==> config.mk <==
export PLATFORM = sky130hd
export DESIGN_NAME = lfsr_range_sampler
export DESIGN_NICKNAME = d
export VERILOG_FILES = /design/src/rtl/lfsr_range_sampler.sv
export SDC_FILE = /design/constraint.sdc
export NUM_CORES = 1
export LEC_CHECK = 0
export ABC_AREA = 1
export CORE_ASPECT_RATIO = 1.1
export CORE_MARGIN = 4
export CORE_UTILIZATION = 40
export DETAILED_ROUTE_END_ITERATION = 8
export PLACE_DENSITY = 0.61
export SLEW_MARGIN = 20
export SYNTH_ARGS = -nofsm -noshare
export SYNTH_HDL_FRONTEND = slang
export SYNTH_SLANG_ARGS = --single-unit
==> constraint.sdc <==
create_clock -name clk -period 3.7 [get_ports clk]
set_clock_uncertainty 0.1 [all_clocks]
set_input_delay 0.37 -clock clk [delete_from_list [all_inputs] [get_ports clk]]
set_output_delay 0.37 -clock clk [all_outputs]
set_load 0.01 [all_outputs]
==> src/rtl/lfsr_range_sampler.sv <==
// rtl/lfsr_range_sampler.sv - mask-and-reject range sampler for an LFSR stream with FWFT output FIFO
//
// Converts raw random words into unbiased integers in [0, N) and queues them
// for a ready/valid consumer. The random source cannot be stalled, so losses
// are counted rather than back-pressured.
//
// Optional feature macro: LFSR_RANGE_SAMPLER_STATS_EN
//   defined   : reject_cnt / drop_cnt are live saturating counters
//   undefined : counter registers omitted, ports tied to 0
//
// Ports (top):
//   clk                 system clock
//   rst                 synchronous active-high reset
//   random_number       raw LFSR word
//   random_number_valid random_number valid this cycle
//   range_n             bound N, 0 means 2^DATA_WIDTH
//   cfg_valid           load range_n when cfg_ready
//   cfg_ready           high in IDLE and RUN
//   out_data            sampled value in [0, N)
//   out_valid           FIFO not empty
//   out_ready           consumer accepts out_data
//   reject_cnt          rejected candidates, saturating
//   drop_cnt            accepted candidates lost to a full FIFO, saturating

module lfsr_range_sampler_fifo #(
  parameter int DATA_WIDTH = 16,
  parameter int FIFO_DEPTH = 8
) (
  input  logic                  clk,
  input  logic                  rst,
  input  logic                  flush,
  input  logic [DATA_WIDTH-1:0] s_tdata,
  input  logic                  s_tvalid,
  output logic                  s_tready,
  output logic [DATA_WIDTH-1:0] m_tdata,
  output logic                  m_tvalid,
  input  logic                  m_tready
);
  localparam int AW = $clog2(FIFO_DEPTH);

  logic [DATA_WIDTH-1:0] mem [FIFO_DEPTH];
  logic [AW-1:0]         wr_ptr;
  logic [AW-1:0]         rd_ptr;
  logic [AW:0]           count;
  logic                  push;
  logic                  pop;

  assign m_tvalid = (count != '0);
  assign m_tdata  = mem[rd_ptr];
  assign pop      = m_tvalid & m_tready;
  // Fullness is judged after the same-cycle pop, so a full FIFO being read
  // can still take a new entry.
  assign s_tready = (count != (AW+1)'(FIFO_DEPTH)) | pop;
  assign push     = s_tvalid & s_tready;

  always_ff @(posedge clk) begin
    if (rst || flush) begin
      wr_ptr <= '0;
      rd_ptr <= '0;
      count  <= '0;
    end else begin
      if (push) wr_ptr <= wr_ptr + 1'b1;
      if (pop)  rd_ptr <= rd_ptr + 1'b1;
      case ({push, pop})
        2'b10:   count <= count + 1'b1;
        2'b01:   count <= count - 1'b1;
        default: count <= count;
      endcase
    end
  end

  // Storage is cleared only by rst so out_data reads 0 out of reset; a flush
  // leaves stale data, which is harmless while out_valid is low.
  always_ff @(posedge clk) begin
    if (rst) begin
      for (int i = 0; i < FIFO_DEPTH; i++) mem[i] <= '0;
    end else if (push && !flush) begin
      mem[wr_ptr] <= s_tdata;
    end
  end
endmodule

module lfsr_range_sampler #(
  parameter int DATA_WIDTH = 16,
  parameter int FIFO_DEPTH = 8
) (
  input  logic                  clk,
  input  logic                  rst,
  input  logic [DATA_WIDTH-1:0] random_number,
  input  logic                  random_number_valid,
  input  logic [DATA_WIDTH-1:0] range_n,
  input  logic                  cfg_valid,
  output logic                  cfg_ready,
  output logic [DATA_WIDTH-1:0] out_data,
  output logic                  out_valid,
  input  logic                  out_ready,
  output logic [15:0]           reject_cnt,
  output logic [15:0]           drop_cnt
);
  localparam int IW = (DATA_WIDTH > 1) ? $clog2(DATA_WIDTH) : 1;

  typedef enum logic [1:0] {IDLE, CALC, RUN} state_t;

  state_t                state_q;
  state_t                state_d;
  logic                  cfg_accept;

  logic [DATA_WIDTH-1:0] n_q;
  logic [DATA_WIDTH-1:0] nm1;
  logic                  n_zero;
  logic [DATA_WIDTH-1:0] mask;
  logic                  seen;
  logic                  scan_bit;
  logic [IW-1:0]         bit_idx;

  logic [DATA_WIDTH-1:0] cand;
  logic                  cand_ok;
  logic                  s1_valid;
  logic                  s1_ok;
  logic [DATA_WIDTH-1:0] s1_cand;

  logic                  fifo_ready;
  logic                  fifo_push;

  always_ff @(posedge clk) begin
    if (rst) state_q <= IDLE;
    else     state_q <= state_d;
  end

  always_comb begin
    state_d   = state_q;
    cfg_ready = 1'b0;
    case (state_q)
      IDLE: begin
        cfg_ready = 1'b1;
        if (cfg_valid) state_d = CALC;
      end
      CALC: begin
        if (bit_idx == '0) state_d = RUN;
      end
      RUN: begin
        cfg_ready = 1'b1;
        if (cfg_valid) state_d = CALC;
      end
      default: state_d = IDLE;
    endcase
  end

  assign cfg_accept = cfg_valid & cfg_ready;
  assign nm1        = n_q - 1'b1;
  assign n_zero     = (n_q == '0);
  // Once the highest set bit of N-1 has been passed, every lower mask bit is 1.
  assign scan_bit   = seen | nm1[bit_idx];
  assign cand       = random_number & mask;
  assign cand_ok    = n_zero | (cand < n_q);

  always_ff @(posedge clk) begin
    if (rst) begin
      n_q      <= '0;
      mask     <= '0;
      seen     <= 1'b0;
      bit_idx  <= '0;
      s1_valid <= 1'b0;
      s1_ok    <= 1'b0;
      s1_cand  <= '0;
    end else if (cfg_accept) begin
      n_q      <= range_n;
      mask     <= '0;
      seen     <= 1'b0;
      bit_idx  <= IW'(DATA_WIDTH - 1);
      s1_valid <= 1'b0;
    end else begin
      if (state_q == CALC) begin
        mask[bit_idx] <= scan_bit;
        seen          <= scan_bit;
        bit_idx       <= bit_idx - 1'b1;
      end
      s1_valid <= (state_q == RUN) && random_number_valid;
      s1_ok    <= cand_ok;
      s1_cand  <= cand;
    end
  end

  // A config accept flushes stage 1 and the FIFO in the same edge, so the
  // stage-2 write it would race with is suppressed here.
  assign fifo_push = s1_valid & s1_ok & ~cfg_accept & fifo_ready;

  lfsr_range_sampler_fifo #(
    .DATA_WIDTH(DATA_WIDTH),
    .FIFO_DEPTH(FIFO_DEPTH)
  ) u_fifo (
    .clk      (clk),
    .rst      (rst),
    .flush    (cfg_accept),
    .s_tdata  (s1_cand),
    .s_tvalid (fifo_push),
    .s_tready (fifo_ready),
    .m_tdata  (out_data),
    .m_tvalid (out_valid),
    .m_tready (out_ready)
  );

`ifdef LFSR_RANGE_SAMPLER_STATS_EN
  logic rej_event;
  logic drop_event;

  assign rej_event  = s1_valid & ~s1_ok & ~cfg_accept;
  assign drop_event = s1_valid & s1_ok & ~fifo_ready & ~cfg_accept;

  always_ff @(posedge clk) begin
    if (rst || cfg_accept) begin
      reject_cnt <= '0;
      drop_cnt   <= '0;
    end else begin
      if (rej_event && reject_cnt != 16'hFFFF) reject_cnt <= reject_cnt + 1'b1;
      if (drop_event && drop_cnt != 16'hFFFF)  drop_cnt   <= drop_cnt + 1'b1;
    end
  end
`else
  assign reject_cnt = '0;
  assign drop_cnt   = '0;
`endif
endmodule
==> out/metrics.csv <==
metric;value;unit
cts_buffers;17;
post-place-ws;0.930;ns
synth_xor_area_share;0.0895;%
antenna_found_initial;0;
firstDrtPassIters;5;
diodes;0;
synth_compound_area_share;12.1;%
power-per-cell-area;447;nW/µm²
grt_max_degree;45;
cts_tree;yes;
path_max_fanout;28;
grt_pass1_wl;37000;µm
synth_top_family_by_area;simple AND/OR/NAND/NOR gates;
worst_slew_pin_slew;0.773;ns
final_hold_viol_count;0;
vias;7375;
numClockSinks;198;
setup_viol;0;
synth_top_cell_by_area;edfxtp_1;
relSlewSlack;48.4;%
drv_slew;0;
p_leak;4.34;nW
yosys.area_share.simple;21.9;%
worst_slack;0.623;ns
grt_overflow;0;
synthTopCellsByArea;edfxtp_1 (39%), dfxtp_1 (14%), nor2_1 (12%);
cts-root-buf;clkbuf_16;
synthAdderAreaFrac;3.53;%
drc;0;
finalPower;0.00499;W
drv_cap;0;
io_buffers;54;
fin_crit;3.08;ns
routed_via_density;4.95;
synth_top_area_share;39.3;%
htreeDepth;4;
worstSetupPathType;reg -> out;
routedWlPerCell;15.1;µm
worstHoldStart;u_fifo.rd_ptr[2]$_SDFFE_PP0P_;
rsz0062_at_grt;no;
ctsLongestPathBuffers;2;
synthFlopType;edfxtp_1;
clk_pin_slew_worst_paths;0.07;ns
postRouteWirelength;22500;µm
fmax;325;MHz
rows;59;
core;23800;µm²
initial_core_util;41.0;%
ir_drop;0.316;mV
cp.arrival;2.61;ns
grt.total_usage;17.2;%
grt_pass1_vias;7165;
drt_iter0_drc;479;
status;finished clean;
postCtsSetupBuffers;0;
syn_inst;1123;
postSynth.asyncResetShare;0;%
syn_area_per_cell;8.71;µm²
clock_latency;0.43;ns
gp_congestion;0.837;
r2r_start;u_fifo.count[1]$_SDFFE_PP0P_;
synth.distinct_cells;40;
fp.dieH;172;µm
finalCritPeriodShare;83.2;%
ctsResizeCount;0;
worst_ep_required_time;3.23;ns
fin_tns_setup;0;ns
nFillCells;2312;
postCtsHoldBufs;0;
dpl.hpwl;16200;µm
yosysWarnings;0;
startpoint_type;flip-flop;
netlist_area;9780;µm²
ys_seq_area_share;53.6;%
dieArea;27000;µm²
nets;1236;
drive_gt1_share;9.96;%
die-width;157;µm
postRouteAntennaNets;0;
end_kind;primary output;
synth_mux_area_share;0;%
io_pins;87;
synth_edf_count;128;
synth_seq_cells;198;
min_path_type;reg -> reg;
synthToLayoutAreaGrowth;14.1;%
## metal layers
layer  share of wire, %  vias up  global-route usage [%]
li1                   -     3753                       -
met1                 45     3386                    23.1
met2                 47      196                    27.8
met3                5.2       40                    2.80
met4                3.2        0                    7.26
met5                  0        -                       0
## flip-flops by register name (all words and copies together) (netlist names), named ones only
| name | count |
|---|---|
| u_fifo.mem | 128 |
| mask | 16 |
| n_q | 16 |
| s1_cand | 16 |
| bit_idx | 4 |
| u_fifo.count | 4 |
| u_fifo.rd_ptr | 3 |
| u_fifo.wr_ptr | 3 |
| state_q | 2 |
| s1_ok | 1 |
| s1_valid | 1 |
| seen | 1 |
## worst max-delay path, cell delays in order, from the launching register on
cell and delay, ns:
dfxtp_2 0.48, clkinv_1 0.32, buf_4 0.32, o21ai_0 0.19, o22ai_1 0.09, nor2_1 0.17
a31oi_1 0.08, clkdlybuf4s50_1 0.52
## cell usage after synthesis (17+ instances only)
| master | count |
|---|---|
| nand2_1 | 93 |
| nand3_1 | 30 |
| edfxtp_1 | 128 |
| o21ai_0 | 127 |
| ha_1 | 26 |
| nor2_1 | 303 |
| buf_4 | 37 |
| a21oi_1 | 58 |
| inv_1 | 83 |
| clkbuf_1 | 33 |
| clkinv_1 | 17 |
| dfxtp_1 | 70 |
## area by class of cell
cell class	count	area (µm²)	share of cell area, %
tap	305	382	3.42
multi-input combinational	772	3800	34.1
sequential	198	5250	47.0
timing repair buffer	77	713	6.39
clock buffer	17	425	3.81
inverter	106	398	3.57
clock inverter	15	191	1.72
## cells by family after synthesis
family                   after synthesis
AO/OA/AOI/OAI                        224
XOR/XNOR                               1
adder cells (fa/ha/maj)               27
buffers and inverters                184
flip-flops                           198
other                                  1
AND/OR/NAND/NOR                      488
## metrics by stage
stage	std cells	utilization [%]	cell area, µm²	hold slack [ns]
finish	1490	46.8	11200	0.376
global route	1490	46.8	11200	0.404
CTS	1490	46.8	11200	0.373
detailed placement	1458	44.2	10500	0.358
global placement	1458	44.2	10500	0.359
floorplan	1154	-	9900	0.333
## power breakdown
part / total, W / switching (W) / internal [W]
registers: 0.00249 / 0.0000547 / 0.00243
logic: 0.000595 / 0.000405 / 0.000189
clock network: 0.00191 / 0.000926 / 0.000980
## cell usage in the layout (no fill, tap or decap), types with 23 or more instances in the layout
master           Yosys  routed
edfxtp_1           128     128
nand3_1             30      30
inv_1               83      83
buf_4               37      23
nor2_1             303     302
dfxtp_1             70      69
o21ai_0            127     127
a21oi_1             58      58
conb_1               1      32
clkdlybuf4s50_1      0      54
ha_1                26      26
nand2_1             93      93
## worst paths after layout
path,endpoint,slack [ns],cells after the start
min reg2reg,u_fifo.rd_ptr[2]$_SDFFE_PP0P_,0.38,2
max,out_data[13],0.62,7
max reg2reg,u_fifo.count[3]$_SDFFE_PP0P_,1.27,15
min,u_fifo.rd_ptr[2]$_SDFFE_PP0P_,0.38,2
Note: power is estimated with default switching activity, not from simulation.
